**src/rtl/cmd_frame_tx.sv**
```systemverilog
// Command frame transmitter: sends a 'CM' header word followed by FRAME_LEN-1 payload words over a cs-strobed 16-bit link.
// Optional macro CMD_TX_CHECKSUM_EN replaces the last payload word with the mod-2^16 sum of the preceding payload words.
module cmd_frame_tx #(
    parameter int unsigned FRAME_LEN = 50,
    parameter int unsigned SETUP_CYC = 2,
    parameter int unsigned HIGH_CYC  = 4,
    parameter int unsigned LOW_CYC   = 4
) (
    input  logic        clk,
    input  logic        rst,
    input  logic        start,
    input  logic [15:0] rd_data,
    output logic        rd_en,
    output logic [5:0]  rd_addr,
    output logic [15:0] byteToEth,
    output logic        cs,
    output logic        busy,
    output logic        done
);

    localparam int unsigned MAX_HL  = (HIGH_CYC > LOW_CYC) ? HIGH_CYC : LOW_CYC;
    localparam int unsigned MAX_CYC = (SETUP_CYC > MAX_HL) ? SETUP_CYC : MAX_HL;
    localparam int unsigned CNT_W   = (MAX_CYC > 1) ? $clog2(MAX_CYC) : 1;
    localparam int unsigned WCNT_W  = 7;
    localparam logic [15:0] HEADER  = 16'h434D;

    typedef enum logic [2:0] {
        S_IDLE, S_SETUP, S_HIGH, S_LOW, S_FETCH, S_LOAD
    } state_t;

    state_t              state, state_d;
    logic [CNT_W-1:0]    cnt, cnt_d;
    logic [WCNT_W-1:0]   wcnt, wcnt_d;
    logic                cs_d, busy_d, done_d, rd_en_d;
    logic [5:0]          rd_addr_d;
    logic [15:0]         byte_d;
    logic                last_word_c;

    // Next word loaded is the final word of the frame
    assign last_word_c = (wcnt + WCNT_W'(1)) == WCNT_W'(FRAME_LEN);

`ifdef CMD_TX_CHECKSUM_EN
    logic [15:0] acc, acc_d;
`endif

    // State and registered outputs
    always_ff @(posedge clk) begin
        if (rst) begin
            state     <= S_IDLE;
            cnt       <= '0;
            wcnt      <= '0;
            cs        <= 1'b0;
            busy      <= 1'b0;
            done      <= 1'b0;
            rd_en     <= 1'b0;
            rd_addr   <= '0;
            byteToEth <= '0;
`ifdef CMD_TX_CHECKSUM_EN
            acc       <= '0;
`endif
        end else begin
            state     <= state_d;
            cnt       <= cnt_d;
            wcnt      <= wcnt_d;
            cs        <= cs_d;
            busy      <= busy_d;
            done      <= done_d;
            rd_en     <= rd_en_d;
            rd_addr   <= rd_addr_d;
            byteToEth <= byte_d;
`ifdef CMD_TX_CHECKSUM_EN
            acc       <= acc_d;
`endif
        end
    end

    // Next-state logic; done blocks a restart in the pulse cycle
    always_comb begin
        state_d = state;
        unique case (state)
            S_IDLE:  if (start && !done) state_d = S_SETUP;
            S_SETUP: if (cnt == CNT_W'(SETUP_CYC - 1)) state_d = S_HIGH;
            S_HIGH:  if (cnt == CNT_W'(HIGH_CYC - 1)) state_d = S_LOW;
            S_LOW: begin
                if (cnt == CNT_W'(LOW_CYC - 1)) begin
                    state_d = (wcnt == WCNT_W'(FRAME_LEN)) ? S_IDLE : S_FETCH;
                end
            end
            S_FETCH: state_d = S_LOAD;
            S_LOAD:  state_d = S_SETUP;
            default: state_d = S_IDLE;
        endcase
    end

    // Output and datapath next values, keyed on the transition being taken
    always_comb begin
        cnt_d     = (state == S_IDLE || state_d != state) ? '0 : cnt + CNT_W'(1);
        wcnt_d    = wcnt;
        cs_d      = cs;
        busy_d    = busy;
        done_d    = 1'b0;
        rd_en_d   = 1'b0;
        rd_addr_d = rd_addr;
        byte_d    = byteToEth;
`ifdef CMD_TX_CHECKSUM_EN
        acc_d     = acc;
`endif
        unique case (state)
            S_IDLE: begin
                if (state_d == S_SETUP) begin
                    byte_d = HEADER;
                    busy_d = 1'b1;
                    wcnt_d = WCNT_W'(1);
`ifdef CMD_TX_CHECKSUM_EN
                    acc_d  = '0;
`endif
                end
            end
            S_SETUP: if (state_d == S_HIGH) cs_d = 1'b1;
            S_HIGH:  if (state_d == S_LOW) cs_d = 1'b0;
            S_LOW: begin
                if (state_d == S_IDLE) begin
                    busy_d = 1'b0;
                    done_d = 1'b1;
                end else if (state_d == S_FETCH) begin
`ifdef CMD_TX_CHECKSUM_EN
                    // Checksum word comes from the accumulator, not the register file
                    if (!last_word_c) begin
                        rd_en_d   = 1'b1;
                        rd_addr_d = 6'(wcnt - WCNT_W'(1));
                    end
`else
                    rd_en_d   = 1'b1;
                    rd_addr_d = 6'(wcnt - WCNT_W'(1));
`endif
                end
            end
            S_FETCH: ;
            S_LOAD: begin
                wcnt_d = wcnt + WCNT_W'(1);
`ifdef CMD_TX_CHECKSUM_EN
                if (last_word_c) begin
                    byte_d = acc;
                end else begin
                    byte_d = rd_data;
                    acc_d  = acc + rd_data;
                end
`else
                byte_d = rd_data;
`endif
            end
            default: ;
        endcase
    end

endmodule

```
**config.mk**
```make
export PLATFORM = sky130hd
export DESIGN_NAME = cmd_frame_tx
export DESIGN_NICKNAME = d
export VERILOG_FILES = /design/src/rtl/cmd_frame_tx.sv
export SDC_FILE = /design/constraint.sdc
export NUM_CORES = 1
export LEC_CHECK = 0
export CORE_MARGIN = 2
export CORE_UTILIZATION = 49
export CTS_CLUSTER_DIAMETER = 40
export CTS_CLUSTER_SIZE = 25
export DETAILED_ROUTE_END_ITERATION = 8
export PLACE_DENSITY = 0.81
export SLEW_MARGIN = 20
export SYNTH_ARGS = -nofsm -noshare
export SYNTH_HDL_FRONTEND = slang
export SYNTH_SLANG_ARGS = --single-unit
```
**constraint.sdc**
```tcl
create_clock -name clk -period 4.38 [get_ports clk]
set_input_delay 0.876 -clock clk [delete_from_list [all_inputs] [get_ports clk]]
set_output_delay 0.876 -clock clk [all_outputs]
set_load 0.02 [all_outputs]
```
# After elaboration in Yosys (flattened, before gate mapping)
# Cells that the tools add are included.
# totals
reg_bits	38
latchBits	0
ram_bits	0
mem_bits_ro	0
in_bits	19
out_inout_bits	26
elab_cells	64
n_memories	0
# op_classes
n_addsub	3
multipliers	0
n_div	0
magnitude_cmp	0
n_eq_ne	17
shift	0
n_mux	18
bitwise_logic	2
reduce_logical	15
# op_table
operator	count
one-hot mux 16 bit (2 select lines)	1
one-hot mux 3 bit (6 select lines)	1
two-way mux 16 bit	1
two-way mux 3 bit	5
one-hot mux 7 bit (2 select lines)	1
equality test 3 x 2 -> 1 bit, second input constant	4
equality test 3 bit, second input constant	3
AND reduction 3 bit	3
adder 7 x 1 -> 7 bit, second input constant	1
equality test 7 x 6 -> 1 bit, second input constant	1
two-way mux 7 bit	1
equality test 3 x 1 -> 1 bit, second input constant	2
zero test 3 bit	2
two-way mux 1 bit	6
inequality test 2 bit, second input constant	3
nonzero test 2 bit	3
subtractor 6 x 1 -> 6 bit, second input constant	1
one-hot mux 1 bit (2 select lines)	2
OR reduction 2 bit	2
inequality test 3 bit	1
OR reduction 3 bit	1
adder 2 x 1 -> 2 bit, second input constant	1
equality test 2 x 1 -> 1 bit, second input constant	1
equality test 2 bit, second input constant	1
6 further kinds	7

# Longest topological paths before layout
# depth
word_depth	7
mapped_depth	7
mapped_depth_nobuf	5

# Least setup slack after synthesis
# No wires, ideal clock.
# synth_path
kind	in2reg
startpoint	input port start
endpoint	register byteToEth[0]
setup_time_ns	0.059
t_arrival_ns	1.770
required_ns	4.321
setup_slack_ns	2.551
path_stages	3
path_buffers	0
cell_sequence	or3b_1 o21ai_2 o221a_2
# synth_via
elab_chain_cells	6
# synth_rtl
item	line	rtl
start, declared	11	input logic start,
logical AND 1 bit	81	S_IDLE: if (start && !done) state_d = S_SETUP;
two-way mux 3 bit	81	
one-hot mux 3 bit (6 select lines)	80	unique case (state)
equality test 3 x 1 -> 1 bit	110	if (state_d == S_SETUP) begin
inequality test 2 x 1 -> 1 bit (no source line)	n/a	
AND reduction 2 bit (no source line)	n/a	
end signal, assigned	70	byteToEth <= byte_d;
end, declared	15	output logic [15:0] byteToEth,
# Every way passes these cells.
# A chain may end at the register's enable or synchronous reset.

==> impl_results.md <==
* Period utilisation layout at 50.9%
* Hold-fix buffers, CTS at 0
* Clock sink total at 38
* Worst Skew at between 0.004 and 0.005 ns
* First-pass GRT wire length at 6.53 mm
* Share of cells above drive strength 1 at roughly 11%
* Rows at 21
* CTS tree: built
* Die area at around 4000 µm²
* Antenna cells at 0
* RSZ-0062 raised after global routing: false
* Number of global-route vias before repair at ~1.4k
* Yosys top cell area share at 45.6%
* Cells along the critical path: clkdlybuf4s50_1 -> and4bb_2 -> nor4bb_1 -> a211o_1
* Via count at roughly 1.4k
* Antenna violations before repair at 0
* Core ar. at 3310 µm²
* Switching pwr at 0.000158 W
* Initial Utilization at 50.3%
* Drt wl/cell at 15.9 µm
* Leak Pwr at about 0.8 nW
* Most instantiated library cell after synthesis: dfxtp_1
* HPWL after detailed placement at around 2.8 mm
* Post-route ant nets at 0
* Worst-Skew Late Latency at 0.34 ns
* Die W at 62.3 µm
* Min Tclk post-route at about 2.2 ns
* Setup bufs post-CTS at 0
* CP max stage delay at 0.63 ns
* Io pins at 45
* Hold path cells at 1
* Adder-Cell Fraction of Synth Area at 3.75%
* Pwr Density at about 310 nW/µm²
* I/O Buffers at 44
* Clock Power Share at about a third
* Initial DRC count at 47
* # setup viols final at 0
* Yosys warns at 0
* R2R depth at 3
* Crit-path max FO at 14
* # DRC at 0
* Ys flop type: dfxtp_1
* Outcome: completed
* Cells after synthesis at around 160
* Gate power share at 12.5%
* Worst slew pin tran at approximately 0.52 ns
* Avg Synthesized Cell Area at about 10 µm²
* CTS Buffer Depth at 2
* Chip Height at roughly 62 µm
* Worst Path Required at approximately 4.7 ns
* Mux cell area share after synthesis at 0%
* Max IR drop VDD at a little under 200 µV
* Top cells by count, synth: 38 x dfxtp_1, 10 x a22o_1, 8 x clkbuf_1
* Cts repair resizes at 0
* CP arrival at 2.52 ns
* Pins Over Slew Limit at 0
* Element type at the critical path end: flop
* Gr usage total at 20.9%
* Clock transition at path regs at 0.10 ns
* Post-Synth XOR/XNOR Area at approximately 2.1%
* Final #Nets at 223
* Root Buffer: clkbuf_4
* Ys async rst share at 0%
* Fmax at 0.449 GHz
* Setup TNS at 0 ns
* Simple logic cell fraction of the synthesized area at 16.4%
* Sequential area share after synthesis at 45.6%
* Crit path kind: in2reg
* First-pass DRT Iterations at 4
* Crit-path slowest cell: clkdlybuf4s50_1
* Synth area leaders: dfxtp_1 46%, a22o_1 5.3%, o221a_2 4.7%
* Largest net degree at the start of global routing at 16
* Num CTS Buffers at 5
* Via density per instance at 5.85
* Critical path's top delay family: simple AND/OR/NAND/NOR gates
* Switching Fraction at 23.4%
* MaxCap Viol Count at 0
* Largest family of logic cells by synthesized area: compound AO/OA/AOI/OAI gates
* Worst reg-to-reg setup slack at approximately 2.5 ns
* Worst path bufs/invs at 1
* Routability cong. at 0.812
* Total congestion overflow at 0
* Yosys reg bits at 38
* Post-synth EDFFs at 0
* Dominant cell type by area after synthesis: dfxtp_1
* Register share of total power at a little under three fifths
* Hold crit path type: reg2reg
* Count of cell types in the netlist at 47
* Startpoint types: input pin
* Mapped Nets at between 150 and 200
* Post-Synthesis Cell Area at 1670 µm²
* Worst hold slack at 0.466 ns
* CP Depth at 4
* Clock H-tree levels at 2
* Max-Slew Margin vs Limit at 65.6%
* Layout area overhead at 30.5%
* Hold Vio Cnt, Final at 0
* Pint at roughly 0.00051 W
* Final WL at 3.90 mm
* Compound-Gate Fraction of Synth Area at 26.6%
## flip-flops by register name (all words and copies together), names as in the netlist
| register | count |
|---|---|
| cs | 1 |
| wcnt | 7 |
| byteToEth | 16 |
| rd_addr | 6 |
| busy | 1 |
| cnt | 2 |
| state | 3 |
| rd_en | 1 |
| done | 1 |
## metal layers
metal / routed length [µm] / part of all wire, % / GRT usage (%)
met3: 233 / 6.0 / 5.25
met2: 1950 / 50 / 37.4
met1: 1650 / 42 / 23.7
met4: 65 / 1.7 / 8.61
met5: 0 / 0 / 0
## area by class of cell
type	count	area [µm²]
clock buffer	8	78.8
fill	275	1140
inverter	4	15.0
multi-input combinational	105	815
sequential	38	761
tap	46	57.6
timing repair buffer	45	448
## power by group through the flow
stage	Sequential (W)	Combinational, W	Clock, W
after CTS	0.000370	0.0000848	0.000220
after global placement	0.000376	0.0000820	0
final	0.000370	0.0000841	0.000218
after global routing	0.000372	0.0000903	0.000237
after detailed placement	0.000378	0.0000846	0
after floorplan	0.000381	0.0000416	0
## layout by cell type (no fill, tap or decap), types with 3 or more instances in the layout
cell type and n:
ha_1 5, clkbuf_4 5, o21ai_0 6, xnor2_1 4
o211a_1 4, clkdlybuf4s50_1 44, a31oi_1 3, a22o_1 10
o21a_1 4, nand2_1 3, o221a_2 7, dfxtp_1 38
a21oi_1 4, clkbuf_8 3, nor2_1 5, nor3_1 5
inv_1 4, o211ai_1 5, a211oi_1 5, nor3b_1 4
## metrics by stage
stage	power [W]	util (%)	worst slack [ns]	area, µm²	instances
detailed placement	0.000462	63.3	1.79	2100	238
finish	0.000672	65.7	2.15	2170	246
floorplan	0.000422	-	2.55	1670	163
global route	0.000699	65.7	2.07	2170	246
global placement	0.000458	63.3	1.85	2100	238
CTS	0.000675	65.7	2.14	2170	246
## cells by family (layout without fill, tap and decap cells)
logic type,Yosys count,in the layout
AO/OA/AOI/OAI,55,55
AND/OR/NAND/NOR,41,41
flip-flops,38,38
buffers and inverters,20,57
adder cells (fa/ha/maj),5,5
XOR/XNOR,4,4
## path summary, 6_finish.rpt
path | from | endpoint
setup / recovery | rst | wcnt[5]
hold / removal | cnt[0] | cnt[0]
setup reg to reg | state[0] | wcnt[4]
hold reg to reg | cnt[0] | cnt[0]
(Power assumes the default switching activity.)
